===== src/rtl/uart_rx_os.sv =====
// uart_rx_os: oversampling UART/UPDI receiver (default framing 8E2).
// Synchronises rx, samples each bit at mid-bit, and reports data, parity
// error, framing error and (optionally) break as one-cycle pulses.
// Optional feature macro: UART_RX_BREAK_DETECT_EN (break detection; when
// undefined rx_break is tied 0 and an all-zero frame is a framing error).
module uart_rx_os #(
  parameter int unsigned DATA_BITS    = 8,
  parameter string       PARITY_BIT   = "even",
  parameter int unsigned STOP_BITS    = 2,
  parameter int unsigned CLKS_PER_BIT = 16,
  parameter int unsigned SYNC_STAGES  = 2
) (
  input  logic                 clk,
  input  logic                 rst,
  input  logic                 rx,
  output logic [DATA_BITS-1:0] rx_data,
  output logic                 rx_data_valid,
  output logic                 rx_parity_error,
  output logic                 rx_frame_error,
  output logic                 rx_break,
  output logic                 rx_busy
);

  localparam logic        HAS_PAR    = (PARITY_BIT != "none");
  localparam logic        ODD        = (PARITY_BIT == "odd");
  localparam int unsigned FRAME_BITS = 1 + DATA_BITS + (HAS_PAR ? 1 : 0) + STOP_BITS;
  localparam int unsigned CW         = $clog2(CLKS_PER_BIT);
  localparam int unsigned BW         = $clog2(FRAME_BITS);

  localparam logic [CW-1:0] CLK_LAST  = CW'(CLKS_PER_BIT - 1);
  localparam logic [CW-1:0] HALF_LAST = CW'(CLKS_PER_BIT / 2 - 1);
  localparam logic [BW-1:0] DATA_LAST = BW'(DATA_BITS - 1);
  localparam logic [BW-1:0] STOP_LAST = BW'(STOP_BITS - 1);

  typedef enum logic [2:0] {
    IDLE, START, DATA, PARITY, STOP, WAIT_HIGH
  } state_t;

  state_t                 r_state;
  logic [SYNC_STAGES-1:0] r_sync;
  logic [CW-1:0]          r_clk;
  logic [BW-1:0]          r_bit;
  logic [DATA_BITS-1:0]   r_shift;
  logic [DATA_BITS-1:0]   r_data;
  logic                   r_par;
  logic                   r_ferr;
  logic                   r_valid;
  logic                   r_perr;
  logic                   r_ferr_p;
  logic                   r_break;

  logic w_rx_s;
  logic w_sample;
  logic w_ferr;
  logic w_perr;
  logic w_brk;

  assign w_rx_s = r_sync[SYNC_STAGES-1];
  assign w_ferr = r_ferr | ~w_rx_s;
  assign w_perr = HAS_PAR & (r_par != ((^r_shift) ^ ODD));

  // Synchronise the asynchronous rx line; idles high.
  always_ff @(posedge clk) begin
    if (rst) r_sync <= '1;
    else     r_sync <= {r_sync[SYNC_STAGES-2:0], rx};
  end

  // Sample strobe: half a bit after the start edge, then every full bit.
  always_comb begin
    w_sample = 1'b0;
    case (r_state)
      START:             w_sample = (r_clk == HALF_LAST);
      DATA, PARITY, STOP: w_sample = (r_clk == CLK_LAST);
      default:           w_sample = 1'b0;
    endcase
  end

`ifdef UART_RX_BREAK_DETECT_EN
  logic r_zero;

  // Track whether every sample of the current frame so far has been 0.
  always_ff @(posedge clk) begin
    if (rst || r_state == IDLE) r_zero <= 1'b1;
    else if (w_sample)          r_zero <= r_zero & ~w_rx_s;
  end

  assign w_brk = r_zero & ~w_rx_s;
`else
  assign w_brk = 1'b0;
`endif

  // Frame FSM with registered result pulses; results are decided at the
  // last stop sample so the pulses appear on the following cycle.
  always_ff @(posedge clk) begin
    if (rst) begin
      r_state  <= IDLE;
      r_clk    <= '0;
      r_bit    <= '0;
      r_shift  <= '0;
      r_data   <= '0;
      r_par    <= 1'b0;
      r_ferr   <= 1'b0;
      r_valid  <= 1'b0;
      r_perr   <= 1'b0;
      r_ferr_p <= 1'b0;
      r_break  <= 1'b0;
    end else begin
      r_valid  <= 1'b0;
      r_perr   <= 1'b0;
      r_ferr_p <= 1'b0;
      r_break  <= 1'b0;
      if (r_state inside {START, DATA, PARITY, STOP})
        r_clk <= w_sample ? '0 : r_clk + 1'b1;
      else
        r_clk <= '0;
      case (r_state)
        IDLE: begin
          r_bit  <= '0;
          r_ferr <= 1'b0;
          if (!w_rx_s) r_state <= START;
        end
        START: begin
          if (w_sample) r_state <= w_rx_s ? IDLE : DATA;
        end
        DATA: begin
          if (w_sample) begin
            r_shift <= {w_rx_s, r_shift[DATA_BITS-1:1]};
            if (r_bit == DATA_LAST) begin
              r_bit   <= '0;
              r_state <= HAS_PAR ? PARITY : STOP;
            end else begin
              r_bit <= r_bit + 1'b1;
            end
          end
        end
        PARITY: begin
          if (w_sample) begin
            r_par   <= w_rx_s;
            r_state <= STOP;
          end
        end
        STOP: begin
          if (w_sample) begin
            if (r_bit != STOP_LAST) begin
              r_ferr <= w_ferr;
              r_bit  <= r_bit + 1'b1;
            end else if (w_brk) begin
              r_break <= 1'b1;
              r_state <= WAIT_HIGH;
            end else begin
              r_ferr_p <= w_ferr;
              r_perr   <= w_perr;
              if (!w_ferr && !w_perr) begin
                r_valid <= 1'b1;
                r_data  <= r_shift;
              end
              r_state <= w_ferr ? WAIT_HIGH : IDLE;
            end
          end
        end
        WAIT_HIGH: begin
          if (w_rx_s) r_state <= IDLE;
        end
        default: r_state <= IDLE;
      endcase
    end
  end

  assign rx_data         = r_data;
  assign rx_data_valid   = r_valid;
  assign rx_parity_error = r_perr;
  assign rx_frame_error  = r_ferr_p;
  assign rx_break        = r_break;
  assign rx_busy         = (r_state != IDLE);

endmodule


===== config.mk =====
export PLATFORM = sky130hd
export DESIGN_NAME = uart_rx_os
export DESIGN_NICKNAME = d
export VERILOG_FILES = /design/src/rtl/uart_rx_os.sv
export SDC_FILE = /design/constraint.sdc
export NUM_CORES = 1
export LEC_CHECK = 0
export BUFFER_PORTS_ARGS = -buffer_cell sky130_fd_sc_hd__clkbuf_2
export CAP_MARGIN = 5
export CORE_AREA = 2 2 73 75
export CTS_CLUSTER_SIZE = 40
export DETAILED_ROUTE_END_ITERATION = 10
export DIE_AREA = 0 0 75 77
export SKIP_CTS_REPAIR_TIMING = 1
export SYNTH_ARGS = -nofsm -noshare
export SYNTH_HDL_FRONTEND = slang
export SYNTH_SLANG_ARGS = --single-unit

===== constraint.sdc =====
create_clock -name clk -period 1.9 [get_ports clk]
set_input_delay 0.285 -clock clk [delete_from_list [all_inputs] [get_ports clk]]
set_output_delay 0.285 -clock clk [all_outputs]
set_load 0.005 [all_outputs]

==> reports/metrics.csv, run 1 <==
stage,metric,value,unit
clock_network,cts_tree,yes,
route,via_per_inst,5.037,
yosys,synth_fp_nets,177,
final_layout,fin_util,0.4027,
setup_path,worst-path-max-fanout,5,
sta,setup_viol,0,
route,wl,3.512,mm
clock_network,ctsRootBufferMaster,clkbuf_8,
floorplanning,io_pins,16,
floorplanning,die_width,75,µm
status,status,finished clean,
place,port-buffer-count,14,
final_layout,multi_input_comb_area,932.1,µm²
sta,setup_tns,0,ns
yosys,yosys_warnings,0,
setup_path,path_cells,"ha_1, nor3b_4, o21a_1, o22a_2, or4_1, a21oi_1",
route,vias,1360,
floorplanning,start_util,0.3376,
pwr,powerDensity,717.9,nW/µm²
setup_path,crit_required,2.12,ns
sta,drv_slew,0,
setup_path,crit_arrival,2.04,ns
sta,skew,0.01037,ns
route,dr.pass1.iters,5,
route,drt_iter0_drc,82,
yosys,synth_cell_type_count,50,
setup_path,crit_buf_inv,0,
yosys,avgSynthCellArea,9.827,µm²
sta,fin_crit_sh,0.9575,
setup_path,cpMaxStageDelayCell,or4_1,
global_routing,grt-ovfl-total,0,
sta,rsz0062_at_grt,false,
route,ant_nets,0,
yosys,syn_inst,171,
global_routing,grt_use_total,0.1277,
yosys,synth_seq_cells,34,
final_layout,syn_to_final_growth,19.29,%
final_layout,drive_above_1_share,0.2750,
setup_path,path_class,register to register,
pwr,power_leakage,0.0008367,µW
yosys,yosysTopAreaCellShare,0.4051,
global_routing,antenna_found_initial,0,
setup_path,cp_slowest_stage_delay,0.51,ns
yosys,synthTopCellsByArea,"dfxtp_1 (41%), mux2i_1 (5.4%), o31ai_1 (4.5%)",
setup_path,crit_path_end_kind,register,
floorplanning,placementRows,26,
clock_network,cts_sinks,34,
clock_network,clk_pin_slew,0.07,ns
run,cap_violations,0,
global_routing,grt_max_degree,22,
route,wire_per_inst,13.01,µm
yosys,synthFlopType,dfxtp_1,
final_layout,antenna_cells,0,
place,dp_hpwl,2.426,mm
final_layout,regArea,684.4,µm²
clock_network,htreeDepth,2,
global_routing,grt_pass1_vias,1177,
setup_path,critical_path.top_delay_family,simple AND/OR/NAND/NOR gates,
place,routabilityCongestion,0.7423,
yosys,synth_top_area_cell,dfxtp_1,
clock_network,clk_latency,0.28,ns
floorplanning,dieArea,5775,µm²
floorplanning,core,4977,µm²
global_routing,grt_pass1_wl,5.733,mm
route,drc,0,
floorplanning,die_y,77,µm
sta,period_needed,1.819,ns
clock_network,cts-buffers-inserted,5,
setup_path,crit_path_start_kind,register,
clock_network,cts.path.max_buffers,2,
final_layout,nets,205,
pwr,ir_drop,0.6084,mV
final_layout,fill_cells,502,
yosys,synthesis.area,1680,µm²
yosys,synth_edf_count,0,
yosys,async_reset_ff_frac,0,
yosys,synth-seq-area-share,0.4051,
min_path,hold_path_class,input port to register,
sta,finalHoldViolCount,0,
sta,timing.fmax,549.7,MHz
[final cells by class]
cell class / count / share of cell area
Multi-Input combinational cell: 124 / 0.4650
Sequential cell: 34 / 0.3414
Timing Repair Buffer: 31 / 0.09863
Tap cell: 70 / 0.04370
Clock buffer: 7 / 0.04307
Inverter: 3 / 0.005618
Clock inverter: 1 / 0.002497
[final timing paths]
kind	startpoint	end	slack (ns)	cells after the start
max	r_bit[0]	r_bit[2]	0.08	6
min	rx	r_sync[0]	0.19	2
max reg2reg	r_bit[0]	r_bit[2]	0.08	6
min reg2reg	r_sync[0]	r_sync[1]	0.42	1
[placed cells by master (no fill, tap or decap), types with 2 or more instances in the layout]
cell / count
a21oi_1: 12
and3_1: 3
buf_4: 17
clkbuf_2: 14
clkbuf_8: 6
dfxtp_1: 31
dfxtp_2: 3
ha_1: 2
inv_1: 3
mux2i_1: 9
nand2_1: 5
nand3_1: 5
nand4_1: 9
nor2_1: 17
nor2b_1: 2
nor3_1: 2
o211ai_1: 3
o21ai_0: 3
o31ai_1: 9
o41ai_1: 3
or2_2: 2
or3_1: 2
or4_1: 2
xnor2_1: 3
xnor2_2: 2
xnor2_4: 2
xor2_1: 3
[kinds of logic (layout without fill, tap and decap cells)]
| group | count (synthesis) | after routing | share of synthesized area |
|---|---|---|---|
| AOI/OAI and AO/OA | 41 | 41 | 0.1698 |
| xor gates and xnor gates | 11 | 12 | 0.09308 |
| DFF | 34 | 34 | 0.4051 |
| buffers and inverters | 14 | 42 | 0.06254 |
| other | 1 | 1 | 0.002232 |
| muxes | 9 | 9 | 0.05361 |
| adders and majority gates | 3 | 3 | 0.02234 |
| and+or+nand+nor | 58 | 58 | 0.1914 |
[per-layer routing]
metal  vias up  part of all wire  global-route usage
li1        687                 -                   -
met1       633              0.50              0.1877
met2        34              0.44              0.1772
met3         6             0.048             0.03548
met4         0             0.015             0.04286
met5         -                 0                   0
[per-stage QoR]
stage	cell area (µm²)	hold WS [ns]	instances	power [µW]	setup slack (ns)
detailed placement	1864	0.3985	260	898.4	0.06779
CTS	1956	0.1850	268	1450	0.04220
global placement	1864	0.3938	260	897.1	0.1205
global route	2004	0.1854	270	1496	0.004637
floorplan	1680	0.3888	171	851.9	0.09425
finish	2004	0.1903	270	1439	0.08067
[state kept, by name, summed over array words and instances (netlist names)]
signal and count:
r_clk 4, r_bit 4, r_sync 2, rx_parity_error 1, rx_data 8, r_shift 8
r_ferr 1, rx_frame_error 1, r_state 3, r_par 1, rx_data_valid 1
[worst register-to-register path: cells and delay by family (launching register included)]
family | cells | cell delay [ns]
simple gates | 2 | 0.68
flops | 1 | 0.35
compound gates | 3 | 0.52
fa+ha+maj | 1 | 0.21
[power by group]
| part | leakage, µW | total, µW | switching [µW] | internal [µW] |
|---|---|---|---|---|
| combinational | 0.000512 | 146 | 87.5 | 58.8 |
| clock | 0.0000482 | 550 | 258 | 292 |
| sequential | 0.000276 | 743 | 19.2 | 724 |
[synth_stat cells (all sizes together), types with 2 or more instances]
cell    number
nand3        6
nor3         2
o41ai        3
xnor2        6
or4          2
or2          2
nor2        17
and3         3
buf          3
nand2        5
or3          2
dfxtp       34
xor2         4
mux2i        9
inv          3
clkbuf       6
a21oi       12
o31ai       10
nor2b        2
nor3b        2
nand4        9
o21ai        4
ha           3
o211ai       3
No activity file was read; power rests on OpenSTA's default activity.
==> run 2, diff against run 1 <==
--- a/config.mk
+++ b/config.mk
@@ -11,6 +11,7 @@
 export CTS_CLUSTER_SIZE = 40
 export DETAILED_ROUTE_END_ITERATION = 10
 export DIE_AREA = 0 0 75 77
+export MAX_ROUTING_LAYER = met4
 export SKIP_CTS_REPAIR_TIMING = 1
 export SYNTH_ARGS = -nofsm -noshare
 export SYNTH_HDL_FRONTEND = slang
==> run 2 against run 1 <==
  * Non-clock buffer count did not move
  * Clock power barely moved
  * Clock skew fell by 0.0012 ns
  * Largest cell class unchanged
  * Critical path depth did not move
  * Combinational power barely moved
  * Flip-flop and latch count did not move
  * Sequential power barely moved
  * Largest power group unchanged
  * Maximum frequency barely moved
  * Sequential share of layout area did not move
  * Register-to-register slack barely moved
  * Clock-buffer cell count did not move
  * Design area did not move
==> reports/metrics.csv, run 2 (same netlist as run 1, synthesis figures left out) <==
stage,metric,value,unit,change
status,status,finished clean,,unchanged
setup_path,rr_worst_depth,6,,unchanged
place,port-buffer-count,14,,unchanged
setup_path,worst-path-max-fanout,5,,unchanged
min_path,min_from,rx,,unchanged
global_routing,grt-ovfl-total,0,,unchanged
sta,fin_crit_sh,0.9581,,was 0.9575
floorplanning,dieArea,5775,µm²,unchanged
pwr,powerDensity,717.3,nW/µm²,was 717.9 nW/µm²
route,dr.pass1.iters,4,,was 5
sta,rsz0062_at_grt,false,,unchanged
setup_path,crit_required,2.12,ns,about the same
clock_network,cts.path.max_buffers,2,,unchanged
sta,finalHoldViolCount,0,,unchanged
route,via_per_inst,5.056,,was 5.037
floorplanning,die_y,77,µm,unchanged
clock_network,ctsRootBufferMaster,clkbuf_8,,unchanged
place,routabilityCongestion,0.7517,,was 0.7423
sta,period_needed,1.820,ns,was 1.819 ns
clock_network,clk_pin_slew,0.07,ns,about the same
final_layout,nets,205,,unchanged
sta,skew,0.009178,ns,was 0.01037 ns
clock_network,cts-buffers-inserted,5,,unchanged
setup_path,crit_arrival,2.04,ns,about the same
final_layout,syn_to_final_growth,19.29,%,unchanged
setup_path,worstReg2RegStart,r_bit[0],,unchanged
global_routing,grt_pass1_wl,5.727,mm,was 5.733 mm
final_layout,final_common_cell,dfxtp_1,,unchanged
floorplanning,io_pins,16,,unchanged
place,dp_hpwl,2.426,mm,unchanged
final_layout,fin_cells,270,,unchanged
floorplanning,start_util,0.3376,,unchanged
clock_network,cts_sinks,34,,unchanged
route,ant_nets,0,,unchanged
setup_path,r2r_end,r_bit[2],,unchanged
min_path,hold_path_depth,2,,unchanged
pwr,power_leakage,0.0008367,µW,unchanged
final_layout,layout_common_cells,"dfxtp_1 (31), nor2_1 (17), buf_4 (17)",,unchanged
floorplanning,placementRows,26,,unchanged
global_routing,grt_use_total,0.1311,,was 0.1277
setup_path,crit_path_end_kind,register,,unchanged
route,drt_iter0_drc,79,,was 82
final_layout,fill_cells,502,,unchanged
final_layout,drive_above_1_share,0.2750,,unchanged
min_path,hold_path_class,input port to register,,unchanged
pwr,ir_drop,0.6042,mV,was 0.6084 mV
route,wl,3.498,mm,was 3.512 mm
clock_network,cts_tree,yes,,unchanged
setup_path,ff2ff_setup_slack,0.08,ns,about the same
floorplanning,core,4977,µm²,unchanged
route,vias,1365,,was 1360
clock_network,htreeDepth,2,,unchanged
place,place_inst,260,,unchanged
sta,setup_viol,0,,unchanged
setup_path,crit_path_start_kind,register,,unchanged
final_layout,antenna_cells,0,,unchanged
global_routing,grt_pass1_vias,1177,,unchanged
clock_network,clk_latency,0.28,ns,about the same
run,cap_violations,0,,unchanged
sta,setup_tns,0,ns,unchanged
sta,drv_slew,0,,unchanged
route,wire_per_inst,12.96,µm,was 13.01 µm
pwr,power.total,1438,µW,was 1439 µW
min_path,min_to,r_sync[0],,unchanged
route,drc,0,,unchanged
sta,timing.fmax,549.3,MHz,was 549.7 MHz
setup_path,path_class,register to register,,unchanged
floorplanning,die_width,75,µm,unchanged
global_routing,grt_max_degree,22,,unchanged
global_routing,antenna_found_initial,0,,unchanged
==> run 2: cell counts in the layout (fill, tap and decap cells not counted) <==
Identical to the previous run, type by type.
==> run 2: area by class of cell <==
cell class / count / area (µm²) / area share
clock buffer: 7 / 86.33 / 0.04307
multi-input combinational: 124 / 932.1 / 0.4650
sequential: 34 / 684.4 / 0.3414
timing repair buffer: 31 / 197.7 / 0.09863
tap: 70 / 87.58 / 0.04370
inverter: 3 / 11.26 / 0.005618
clock inverter: 1 / 5.005 / 0.002497
==> run 2: per-layer routing <==
| layer | share of wire | global-route usage | vias to the layer above |
|---|---|---|---|
| li1 | - | - | 687 |
| met4 | 0.015 | 0.04286 | 0 |
| met3 | 0.037 | 0.03548 | 8 |
| met5 | 0 | - | - |
| met1 | 0.51 | 0.1877 | 641 |
| met2 | 0.44 | 0.1772 | 29 |
==> run 2: worst max-delay path, stage by stage, from the launching register on <==
cell and delay [ns]:
dfxtp_1 0.35, ha_1 0.21, nor3b_4 0.17, o21a_1 0.19, o22a_2 0.20, or4_1 0.51, a21oi_1 0.13
==> run 2: worst max path at each step <==
stage                           from  slack [ns]  cells past startpoint          to
final                       r_bit[0]        0.08                      6    r_bit[2]
after global routing      r_shift[2]       0.005                      6  rx_data[1]
after CTS                 r_shift[0]        0.04                      6  rx_data[7]
after detailed placement  r_shift[0]        0.07                      6  rx_data[1]
after global placement      r_bit[0]        0.12                      6    r_bit[2]
after floorplan             r_bit[1]        0.09                      7    r_bit[2]
==> run 2: power breakdown <==
group	internal, µW	switching (µW)	total, µW	leakage, µW
clock network	292	257	549	0.0000482
logic	58.8	86.6	145	0.000512
registers	724	19.3	743	0.000276
==> run 2: per-stage QoR <==
stage	area (µm²)	hold slack, ns	setup WS [ns]	utilization
after global routing	2004	0.1854	0.004637	0.4027
after global placement	1864	0.3938	0.1205	0.3746
final	2004	0.1926	0.07959	0.4027
after CTS	1956	0.1850	0.04220	0.3929
after detailed placement	1864	0.3985	0.06779	0.3746
after floorplan	1680	0.3888	0.09425	-
